==> src/rtl/fetch_ctrl.sv <==
// Instruction fetch controller: IDLE/FETCH/VALID/DROP handshake between imem and decode.
// Optional macro FETCH_DELAY_SLOT_EN turns redirects into delayed (delay-slot) redirects.
module fetch_ctrl #(
  parameter logic [31:0] RESET_PC = 32'h0000_3000
) (
  input  logic        clk,
  input  logic        rst_n,
  input  logic        redirect,
  input  logic [31:0] target,
  input  logic        stall,
  output logic        imem_req,
  output logic [31:0] imem_addr,
  input  logic        imem_ack,
  input  logic [31:0] imem_rdata,
  output logic [31:0] instr,
  output logic        instr_valid,
  input  logic        instr_ready,
  output logic [31:0] pc
);

  typedef enum logic [1:0] {IDLE, FETCH, VALID, DROP} state_t;

  state_t      state, state_n;
  logic [31:0] pc_n, instr_n, drop_addr, drop_addr_n;
  logic [31:0] tgt, seq_pc;
  logic        kill, accept;

  assign tgt    = target & ~32'd3;
  assign accept = (state == VALID) && instr_ready && !stall;

`ifdef FETCH_DELAY_SLOT_EN
  logic        pend_vld, pend_vld_n;
  logic [31:0] pend_tgt, pend_tgt_n;

  // The instruction in flight is the delay slot; the redirect lands on its acceptance.
  assign kill   = 1'b0;
  assign seq_pc = pend_vld ? pend_tgt : (redirect ? tgt : pc + 32'd4);

  always_comb begin
    pend_vld_n = pend_vld;
    pend_tgt_n = pend_tgt;
    if (accept) begin
      pend_vld_n = 1'b0;
    end else if (redirect && !pend_vld) begin
      pend_vld_n = 1'b1;
      pend_tgt_n = tgt;
    end
  end

  always_ff @(posedge clk) begin
    if (!rst_n) begin
      pend_vld <= 1'b0;
      pend_tgt <= '0;
    end else begin
      pend_vld <= pend_vld_n;
      pend_tgt <= pend_tgt_n;
    end
  end
`else
  assign kill   = redirect;
  assign seq_pc = pc + 32'd4;
`endif

  always_comb begin
    state_n     = state;
    pc_n        = pc;
    instr_n     = instr;
    drop_addr_n = drop_addr;
    case (state)
      IDLE: begin
        state_n = FETCH;
        if (kill) pc_n = tgt;
      end
      FETCH: begin
        if (kill) begin
          // Without an ack the old request is still outstanding and must be drained.
          pc_n        = tgt;
          drop_addr_n = pc;
          state_n     = imem_ack ? FETCH : DROP;
        end else if (imem_ack) begin
          instr_n = imem_rdata;
          state_n = VALID;
        end
      end
      VALID: begin
        if (kill) begin
          pc_n    = tgt;
          state_n = FETCH;
        end else if (accept) begin
          pc_n    = seq_pc;
          state_n = FETCH;
        end
      end
      DROP: begin
        if (kill)     pc_n    = tgt;
        if (imem_ack) state_n = FETCH;
      end
      default: state_n = IDLE;
    endcase
  end

  always_ff @(posedge clk) begin
    if (!rst_n) begin
      state     <= IDLE;
      pc        <= RESET_PC;
      instr     <= '0;
      drop_addr <= '0;
    end else begin
      state     <= state_n;
      pc        <= pc_n;
      instr     <= instr_n;
      drop_addr <= drop_addr_n;
    end
  end

  assign imem_req    = (state == FETCH) || (state == DROP);
  assign imem_addr   = (state == DROP) ? drop_addr : pc;
  assign instr_valid = (state == VALID);

endmodule

==> config.mk <==
export PLATFORM = sky130hd
export DESIGN_NAME = fetch_ctrl
export DESIGN_NICKNAME = d
export VERILOG_FILES = /design/src/rtl/fetch_ctrl.sv
export SDC_FILE = /design/constraint.sdc
export NUM_CORES = 1
export LEC_CHECK = 0
export ABC_CLOCK_PERIOD_IN_PS = 3500
export CORE_MARGIN = 5
export CORE_UTILIZATION = 50
export CTS_BUF_LIST = sky130_fd_sc_hd__clkbuf_16
export DETAILED_ROUTE_END_ITERATION = 6
export DONT_BUFFER_PORTS = 1
export PLACE_DENSITY = 0.67
export SLEW_MARGIN = 20
export SYNTH_ARGS = -nofsm -noshare
export SYNTH_HDL_FRONTEND = slang
export SYNTH_SLANG_ARGS = --single-unit
==> constraint.sdc <==
create_clock -name clk -period 3.5 [get_ports clk]
set_clock_uncertainty 0.1 [all_clocks]
set_input_delay 0.35 -clock clk [delete_from_list [all_inputs] [get_ports clk]]
set_output_delay 0.35 -clock clk [all_outputs]
set_load 0.005 [all_outputs]
==> out/metrics.sh <==
SYN_INST=565
SYNTH-EDFF-COUNT=0
TRITONCTS='done'
GLOBAL_ROUTE.USAGE.MET2=0.347
DRC=0
SYNTH.CELL_AREA_SQ_UM=4620
R2R_END='pc[26]'
FINALHOLDVIOLCOUNT=0
HOLD_WS_NS=0.0484
NUM_VIAS=3818
FF2FF_PATH_DEPTH=6
CRITPATHREQUIREDTIME_NS=3.05
CRITICAL_PATH.CELL_CHAIN='nand2_1 -> buf_4 -> mux2_2'
DESIGN.FINAL.NETS=610
H-TREE-DEPTH=3
DRT-INITIAL-DRC-COUNT=179
CRITPATHTOPFAMILY='flip-flops'
ANTENNA_FOUND_INITIAL=0
CTS_INSERTED_BUFFERS=9
CTSHOLDBUFFERS=1
TNS_NS=0
SYNTH-ADDER-AREA-SHARE=0.00271
P_INT_uW=1680
TOP_CELL_TYPE_BY_TOTAL_AREA_AFTER_SYNTHESIS='dfxtp_1'
YOSYS_WARNINGS=0
WIRE_PER_INST_MICRONS=18.1
SYNTH_SEQ_AREA_SHARE=0.407
FLOORPLAN.CORE_AREA_SQ_UM=9110
ROUTED_VIA_DENSITY=5.83
POWER-PER-CELL-AREA_nW_PER_UM2=460
CTS_MAX_PATH_BUFFERS=2
FINALCRITPERIODSHARE=0.732
GRT.MET1_USAGE=0.258
SLEW_HEADROOM=0.512
POST_CTS_BUFFERS=0
GRT.OVERFLOW.TOTAL=0
DIE_HEIGHT_MICRONS=106
PATH_BUF_INV=1
HP-START='rst_n'
DRTANTENNAVIOLNETS=0
SYNTHARSTFLOPSHARE=0
SYN_AREA_PER_CELL_SQ_UM=8.18
WORST_SETUP_SP='state[0]'
SETUP-VIOLATIONS-FINAL=0
SYNTH-COMPOUND-AREA-SHARE=0.190
GLOBAL_ROUTE_LAYER_WITH_THE_GREATEST_USAGE='met2'
FRACTION_OF_POWER_SPENT_SWITCHING_NETS=0.256
NUM_ROWS=35
TIMING.CRITICAL_PATH.FROM_TYPE='flip-flop'
GRT_FIRST_PASS_WIRELENGTH_MM=19.2
YOSYS_MOST_USED_DFF='dfxtp_1'
HOLD_PATH_END='pc[12]'
START_UTIL=0.507
CLOCK_LATENCY_NS=0.33
FF2FF_SETUP_SLACK_NS=1.07
DRIVE_ABOVE_1_SHARE=0.114
CLOCK_POWER_SHARE=0.396
FLOORPLAN_DIE_AREA_SQ_UM=11300
CTS.REPORTEDPATHS.CLKPINSLEW_NS=0.06
TIMING.CRITICAL_PATH.SLOWEST_STAGE_CELL='dfxtp_1'
HP-CLASS='in2reg'
GRT_USAGE=0.211
AREA_GROWTH_PCT=6.31
DRV_SLEW=0
GRT_MAX_DEGREE=97
POST-SYNTH-TOP-AREA-FRACTION=0.407
CRIT_ARRIVAL_NS=2.11
YOSYS.CELL_TYPES.COUNT=51
FMAXACHIEVABLE_MHz=390
TIMING.RR.START='pc[2]'
DP_HPWL_MM=8.42
P_LEAK_uW=0.00173
WORST-SLEW-PIN-TRANSITION_NS=0.730
PEAKVDDDROP_mV=0.281
DRV.MAX_CAP_VIOLATION_COUNT=0
TRITONCTS_NUM_SINKS=94
PATH_MAX_FANOUT=16
GLOBALROUTEMET3UTIL=0.0777
COMBINATIONAL_FAMILY_WITH_THE_MOST_AREA_AFTER_SYNTHESIS='simple AND/OR/NAND/NOR gates'
POST_CTS_RESIZED=0
POSTROUTEWIRELENGTH_MM=11.9
P_SWITCHING_uW=578
OUTCOME='finished clean'
SYNTH.TOP_CELLS.BY_AREA='dfxtp_1 (41%), nand2_1 (12%), a21boi_0 (10%)'
IOS=168
GLOBALPLACE.CONGESTION=0.832
POWER.SEQUENTIAL.FRACTION=0.527
HOLD-PATH-CELL-COUNT=1
GRT_PASS1_VIAS=3756
CRITICAL_PATH.ENDPOINT_TYPE='output port'
CLOCK_TREE_ROOT='clkbuf_16'
SYNTHMUXAREASHARE=0.0777
CRIT_PATH_MAX_INCR_DELAY_NS=0.53
NUMPORTBUFFERS=0
ANTENNADIODECOUNT=0
DIE_WIDTH_MICRONS=106
YOSYS.AREA_SHARE.XOR_XNOR=0.0303
RSZ_0062_RAISED_AFTER_GLOBAL_ROUTING='false'
DRT-PASS1-ITER-COUNT=4
POST_SYNTH_AND_OR_NAND_NOR_AREA_FRACTION=0.242
YOSYS_REGISTER_BITS=94
MIN_TCLK_POST_ROUTE_NS=2.56
CRITPATHKIND='reg2out'
P_COMB_FRAC=0.077
[stage by stage]
step / std cells / cell area, sq um / total power (uW) / util / setup slack [ns]
floorplan: 568 / 4630 / 1360 / - / 1.26
global placement: 638 / 4630 / 1380 / 0.508 / 1.14
detailed placement: 638 / 4630 / 1390 / 0.508 / 1.11
CTS: 655 / 4910 / 2290 / 0.539 / 0.890
global route: 655 / 4910 / 2370 / 0.539 / 0.755
finish: 655 / 4910 / 2260 / 0.539 / 0.937
[flip-flops by register name, summed over array words and instances, names as in the netlist]
register   cells
instr         32
pc            30
state          2
drop_addr     30
[power groups by stage]
stage	clock network (uW)	registers (uW)	logic [uW]
3_3_place_gp	0	1210	170
4_1_cts	922	1190	177
5_1_grt	969	1200	200
2_1_floorplan	0	1180	174
3_5_place_dp	0	1220	175
6_report	895	1190	174
[logic make-up after synthesis]
| logic type | after synthesis |
|---|---|
| compound gates | 131 |
| xor+xnor | 16 |
| fa+ha+maj | 1 |
| buf+inv | 55 |
| flops | 94 |
| mux | 32 |
| other cells | 1 |
| simple gates | 235 |
[layer usage]
metal / part of all wire / vias to the layer above
li1: - / 1879
met1: 0.41 / 1779
met2: 0.48 / 147
met3: 0.095 / 13
met4: 0.014 / 0
met5: 0 / -
[how the worst max path moves through the flow]
stage / endpoint / slack, ns / depth (start not counted)
2_1_floorplan: pc[26] / 1.26 / 7
3_3_place_gp: pc[26] / 1.14 / 6
3_5_place_dp: pc[26] / 1.11 / 6
4_1_cts: imem_addr[28] / 0.89 / 3
5_1_grt: imem_addr[28] / 0.75 / 3
6_report: imem_addr[28] / 0.94 / 3
[synthesized netlist by cell type, drive strengths merged, types with 7 or more instances]
cell type and instances:
nand2 150, xor2 9, a21oi 18, nand4 14
nand3 18, xnor2 7, nor2 11, mux2 31
a21boi 63, buf 8, nor3 8, dfxtp 94
o21ai 29, clkbuf 41
[cell usage in the layout (no fill, tap or decap), drive strengths merged, types with 5 or more instances in the layout]
cell      n
nor2b     5
clkbuf    9
nand4    14
xor2      9
and3      6
nor2     11
nor3      8
a21boi   63
nand3    18
buf       8
xnor2     7
nor4      6
dfxtp    94
a21oi    18
o21ai    29
inv       8
nand2   150
mux2     31
[area by class of cell]
cell class,instances,area (sq um)
Multi-Input combinational cell,419,2530
Timing Repair Buffer,9,70.1
Sequential cell,94,1880
Inverter,6,22.5
Clock buffer,9,225
Clock inverter,7,47.5
Tap cell,111,139
Fill cell,851,4200
Power figures use the tool's default switching activity.
